## src/rtl/btobcd_pkg.sv

```systemverilog
// Shared types and helpers for the sequential binary-to-BCD converter.
package btobcd_pkg;

    typedef enum logic [1:0] {
        IDLE  = 2'd0,
        SHIFT = 2'd1,
        DONE  = 2'd2
    } state_e;

    localparam int BCD_DIGIT_W = 4;

    // Smallest digit count whose decimal range covers 2**bin_w - 1.
    function automatic int min_digits(input int bin_w);
        longint unsigned max_v;
        longint unsigned pow10;
        int              d;
        max_v = (64'd1 << bin_w) - 64'd1;
        d     = 1;
        pow10 = 64'd10;
        while (pow10 <= max_v) begin
            d     = d + 1;
            pow10 = pow10 * 64'd10;
        end
        return d;
    endfunction

endpackage

```

## src/rtl/binary_to_bcd_seq_digit_adj.sv

```systemverilog
// One BCD digit pre-shift correction: add 3 when the digit is 5 or more.
// Combinational; a legal digit (0..9) never overflows 4 bits after the add.
module bcd_digit_adj
    import btobcd_pkg::*;
(
    input  logic [BCD_DIGIT_W-1:0] digit_in,
    output logic [BCD_DIGIT_W-1:0] digit_out
);

    always_comb begin
        digit_out = digit_in;
        if (digit_in >= BCD_DIGIT_W'(5)) begin
            digit_out = digit_in + BCD_DIGIT_W'(3);
        end
    end

endmodule

```

## src/rtl/binary_to_bcd_seq.sv

```systemverilog
// Double-dabble binary-to-BCD, one bit per clock; result valid BIN_W cycles after accept,
// held in DONE until out_ready. BTOBCD_SIGNED_EN converts |bin| of a two's-complement input.
module binary_to_bcd_seq
    import btobcd_pkg::*;
#(
    parameter int BIN_W  = 8,
    parameter int DIGITS = 3
) (
    input  logic                            clk,
    input  logic                            rst,
    input  logic                            in_valid,
    output logic                            in_ready,
    input  logic [BIN_W-1:0]                bin,
    output logic                            out_valid,
    input  logic                            out_ready,
    output logic [BCD_DIGIT_W*DIGITS-1:0]   bcd,
    output logic                            neg
);

    localparam int ACC_W = BCD_DIGIT_W * DIGITS;
    localparam int CNT_W = $clog2(BIN_W);

    if (BIN_W < 2) begin : g_bad_width
        $error("binary_to_bcd_seq: BIN_W must be at least 2");
    end
    if (DIGITS < min_digits(BIN_W)) begin : g_bad_digits
        $error("binary_to_bcd_seq: DIGITS too small for BIN_W");
    end

    state_e             state_q, state_d;
    logic [BIN_W-1:0]   sr_q, sr_d;
    logic [ACC_W-1:0]   acc_q, acc_d;
    logic [CNT_W-1:0]   cnt_q, cnt_d;
    logic [ACC_W-1:0]   bcd_q, bcd_d;
    logic               neg_q, neg_d;
    logic               neg_pend_q, neg_pend_d;
    logic               out_valid_q, out_valid_d;
    logic               in_ready_q, in_ready_d;

    logic [ACC_W-1:0]   acc_adj;
    logic [ACC_W-1:0]   acc_shift;
    logic [BIN_W-1:0]   sr_shift;
    logic [BIN_W-1:0]   load_val;
    logic               load_neg;

    for (genvar g = 0; g < DIGITS; g++) begin : g_adj
        bcd_digit_adj u_adj (
            .digit_in  (acc_q[g*BCD_DIGIT_W +: BCD_DIGIT_W]),
            .digit_out (acc_adj[g*BCD_DIGIT_W +: BCD_DIGIT_W])
        );
    end

    // The adjusted top digit never reaches 8, so nothing is lost off the top.
    assign {acc_shift, sr_shift} = {acc_adj, sr_q} << 1;

`ifdef BTOBCD_SIGNED_EN
    // -2**(BIN_W-1) negates to itself, which read unsigned is the right magnitude.
    assign load_neg = bin[BIN_W-1];
    assign load_val = load_neg ? (~bin + BIN_W'(1)) : bin;
`else
    assign load_neg = 1'b0;
    assign load_val = bin;
`endif

    always_comb begin
        state_d     = state_q;
        sr_d        = sr_q;
        acc_d       = acc_q;
        cnt_d       = cnt_q;
        bcd_d       = bcd_q;
        neg_d       = neg_q;
        neg_pend_d  = neg_pend_q;
        out_valid_d = out_valid_q;
        in_ready_d  = in_ready_q;
        case (state_q)
            IDLE: begin
                in_ready_d = 1'b1;
                if (in_valid) begin
                    sr_d       = load_val;
                    acc_d      = '0;
                    cnt_d      = CNT_W'(BIN_W - 1);
                    neg_pend_d = load_neg;
                    in_ready_d = 1'b0;
                    state_d    = SHIFT;
                end
            end
            SHIFT: begin
                acc_d = acc_shift;
                sr_d  = sr_shift;
                if (cnt_q == '0) begin
                    bcd_d       = acc_shift;
                    neg_d       = neg_pend_q;
                    out_valid_d = 1'b1;
                    state_d     = DONE;
                end else begin
                    cnt_d = cnt_q - CNT_W'(1);
                end
            end
            DONE: begin
                if (out_ready) begin
                    out_valid_d = 1'b0;
                    in_ready_d  = 1'b1;
                    state_d     = IDLE;
                end
            end
            default: begin
                out_valid_d = 1'b0;
                in_ready_d  = 1'b1;
                state_d     = IDLE;
            end
        endcase
    end

    always_ff @(posedge clk) begin
        if (rst) begin
            state_q     <= IDLE;
            sr_q        <= '0;
            acc_q       <= '0;
            cnt_q       <= '0;
            bcd_q       <= '0;
            neg_q       <= 1'b0;
            neg_pend_q  <= 1'b0;
            out_valid_q <= 1'b0;
            in_ready_q  <= 1'b1;
        end else begin
            state_q     <= state_d;
            sr_q        <= sr_d;
            acc_q       <= acc_d;
            cnt_q       <= cnt_d;
            bcd_q       <= bcd_d;
            neg_q       <= neg_d;
            neg_pend_q  <= neg_pend_d;
            out_valid_q <= out_valid_d;
            in_ready_q  <= in_ready_d;
        end
    end

    // Masking with rst keeps a reset-cycle in_valid from looking like a handshake.
    assign in_ready  = in_ready_q & ~rst;
    assign out_valid = out_valid_q;
    assign bcd       = bcd_q;
    assign neg       = neg_q;

endmodule

```

## config.mk

```make
export PLATFORM = sky130hd
export DESIGN_NAME = binary_to_bcd_seq
export DESIGN_NICKNAME = d
export VERILOG_FILES = /design/src/rtl/btobcd_pkg.sv /design/src/rtl/binary_to_bcd_seq_digit_adj.sv /design/src/rtl/binary_to_bcd_seq.sv
export SDC_FILE = /design/constraint.sdc
export NUM_CORES = 1
export LEC_CHECK = 0
export ABC_AREA = 1
export CORE_MARGIN = 8
export CORE_UTILIZATION = 25
export DETAILED_ROUTE_END_ITERATION = 16
export GPL_ROUTABILITY_DRIVEN = 0
export GPL_TIMING_DRIVEN = 0
export SLEW_MARGIN = 20
export SYNTH_ARGS = -nofsm -noshare
export SYNTH_HDL_FRONTEND = slang
export SYNTH_HIERARCHICAL = 1
export SYNTH_SLANG_ARGS = --single-unit
```

## constraint.sdc

```tcl
create_clock -name clk -period 3.6 [get_ports clk]
set_input_delay 0.72 -clock clk [delete_from_list [all_inputs] [get_ports clk]]
set_output_delay 0.72 -clock clk [all_outputs]
set_load 0.01 [all_outputs]
```

==> flow_metrics.py <==
metrics = {
    "critical_path": {
        "end_kind": "output port",
        "register_to_register_setup_slack_ns": 2.12,
        "reg2reg_depth": 9,
        "worst_setup_path_start_kind": "input pin",
        "critPathRequiredTime_ns": 2.88,
        "critPathSlowestCell": "sky130_fd_sc_hd__clkdlybuf4s50_1",
        "critical_path_class": "in -> out",
        "crit_path_frequent_cell": "sky130_fd_sc_hd__clkbuf_1",
        "r2r_end": "bcd[2]",
        "critical_path.cell_chain": "clkbuf_1 -> clkbuf_1 -> nor2_1 -> clkdlybuf4s50_1",
        "cpPeakStageDelay_ns": 0.50,
        "worstReg2RegStart": "cnt_q[0]",
        "cp_data_arrival_time_ns": 2.09,
        "critPathMaxFanout": 10,
    },
    "sta": {
        "finalCriticalPeriod_ns": 2.815,
        "max-slew-margin-rel": 0.6472,
        "fin_crit_sh": 0.7818,
        "finalMaxSlewViolations": 0,
        "finalSetupViolations": 0,
        "slew_at_the_pin_with_the_worst_max_slew_slack_ns": 0.5291,
        "worst_clock_skew_ns": 0.006589,
        "fin_setup_tns_ns": 0,
        "finalWorstSetupSlack_ns": 0.7855,
        "max_clock_freq_ghz": 0.3553,
        "rsz0062_at_grt": "no",
        "hold_viol": 0,
    },
    "pwr": {
        "total_power_uw": 1096,
        "worst_ir_drop_vdd_v": 0.0001477,
        "sequentialPowerShare": 0.443,
        "power_leakage_uw": 0.001158,
        "power_report.internal_total_uw": 789.5,
        "power_switching_share": 0.2794,
        "power.density_cell_area_nw_per_um2": 413.6,
        "total_switching_power_uw": 306.1,
        "p_clk_frac": 0.347,
        "pwr-share-comb": 0.210,
    },
    "min_path": {
        "hold_path.startpoint": "in_ready_q",
        "hold_class": "reg -> reg",
        "hold_end": "in_ready_q",
        "hold_depth": 2,
    },
    "place": {
        "port-buffer-count": 24,
        "placed_area_um2": 2531,
        "dpl.hpwl_um": 3489,
        "preCtsSetupSlack_ns": 0.7288,
    },
    "clocking": {
        "cts_setup_buffers": 0,
        "clock_tree.buffer_depth": 2,
        "cts.reportedPaths.clkPinSlew_ns": 0.07,
        "cts-buffers-inserted": 5,
        "clkLatencyLatePin_ns": 0.29,
        "cts.repair.resized": 0,
        "hold_buffers": 0,
        "tritoncts": "yes",
        "tritoncts_num_sinks": 39,
        "cts-htree-levels": 2,
        "cts-root-buf": "sky130_fd_sc_hd__clkbuf_8",
    },
    "detailed_routing": {
        "avgRoutedWirePerCell_um": 9.656,
        "via_per_inst": 3.992,
        "drt_first_iter_violations": 52,
        "wl_um": 4625,
        "via_count": 1912,
        "detail_route.drc_violations": 0,
        "ant_nets": 0,
        "drt-pass1-iter-count": 4,
    },
    "floorplanning": {
        "fp.dieW_um": 108.9,
        "floorplan.rows": 34,
        "initial_utilization": 0.2521,
        "die_h_um": 108.9,
        "fp.dieArea_um2": 11850,
        "core-area_um2": 8551,
        "floorplan.io_pins": 27,
    },
    "final_layout": {
        "post-route-cell-area_um2": 2649,
        "synth_to_layout_area_growth_pct": 22.87,
        "final_nets": 390,
        "antenna-diode-count": 0,
        "finish.utilization": 0.3098,
        "post_route_cells_drive_above_1_share": 0.1132,
    },
    "synth": {
        "yosys_warnings": 6,
        "postSynthAreaPerCell_um2": 6.359,
        "synth_fp_nets": 359,
        "mappedNetlistArea_um2": 2156,
        "postSynthCellCount": 339,
    },
    "global_routing": {
        "global_route_wire_length_before_repair_um": 8300,
        "grt_overflow": 0,
        "grtUsageTotal": 0.08602,
        "number_of_antenna_violations_at_the_first_check_in_global_routing": 0,
        "grt_pass1_vias": 1926,
        "grt_start_max_net_pins": 13,
    },
    "run_status": {
        "outcome": "finished, final reports clean",
    },
    "flow_run": {
        "cap_viol_max_count": 0,
    },
}
[layout make-up]
class,instances,area (µm²)
Buffer,12,78.83
Clock buffer,6,82.58
Clock inverter,2,35.03
Fill cell,942,5902
Inverter,64,240.2
Multi-Input combinational cell,224,1056
Sequential cell,39,780.7
Tap cell,108,135.1
Timing Repair Buffer,24,240.2
[worst max-delay path: cells and delay by family]
kind	cells	cell delay (ns)
AND/OR/NAND/NOR	1	0.13
buffers and inverters	3	1.23
[power groups by stage]
stage          clock network [µW]  logic (µW)  registers, µW
6_report                      381         230            485
5_1_grt                       409         268            491
4_1_cts                       393         234            486
3_5_place_dp                    0         232            496
3_3_place_gp                    0         231            495
2_1_floorplan                   0         149            500
[placed cells by master (no fill, tap or decap), types with 7 or more instances in the layout]
master / n
sky130_fd_sc_hd__nor2_1: 44
sky130_fd_sc_hd__nor2_4: 7
sky130_fd_sc_hd__ha_1: 8
sky130_fd_sc_hd__clkdlybuf4s50_1: 24
sky130_fd_sc_hd__nand3_1: 15
sky130_fd_sc_hd__a21oi_1: 16
sky130_fd_sc_hd__nand2_1: 115
sky130_fd_sc_hd__inv_1: 59
sky130_fd_sc_hd__dfxtp_1: 39
[per-stage QoR]
stage | std cells | hold WS, ns
2_1_floorplan | 339 | 0.4287
3_3_place_gp | 471 | 0.4421
3_5_place_dp | 471 | 0.4477
4_1_cts | 479 | 0.4674
5_1_grt | 479 | 0.4882
6_report | 479 | 0.4663
[flip-flops by register name, indices dropped and copies added (netlist names)]
| register | count |
|---|---|
| in_ready_q | 1 |
| out_valid | 1 |
| sr_q | 8 |
| cnt_q | 3 |
| bcd | 12 |
| acc_q | 12 |
| state_q | 2 |
[layer usage]
layer / routed length (µm) / global-route usage / part of all wire / up-vias
li1: - / - / - / 1059
met1: 2206 / 0.09878 / 0.48 / 813
met2: 2122 / 0.1469 / 0.46 / 31
met3: 250 / 0.02482 / 0.054 / 9
met4: 46 / 0.03421 / 0.0099 / 0
met5: 0 / 0 / 0 / -
[worst max path at each step]
stage	to	from	slack, ns
2_1_floorplan	in_ready	rst	1.54
3_3_place_gp	in_ready	rst	0.74
3_5_place_dp	in_ready	rst	0.73
4_1_cts	in_ready	rst	0.72
5_1_grt	in_ready	rst	0.64
6_report	in_ready	rst	0.79
(Power assumes the default switching activity.)
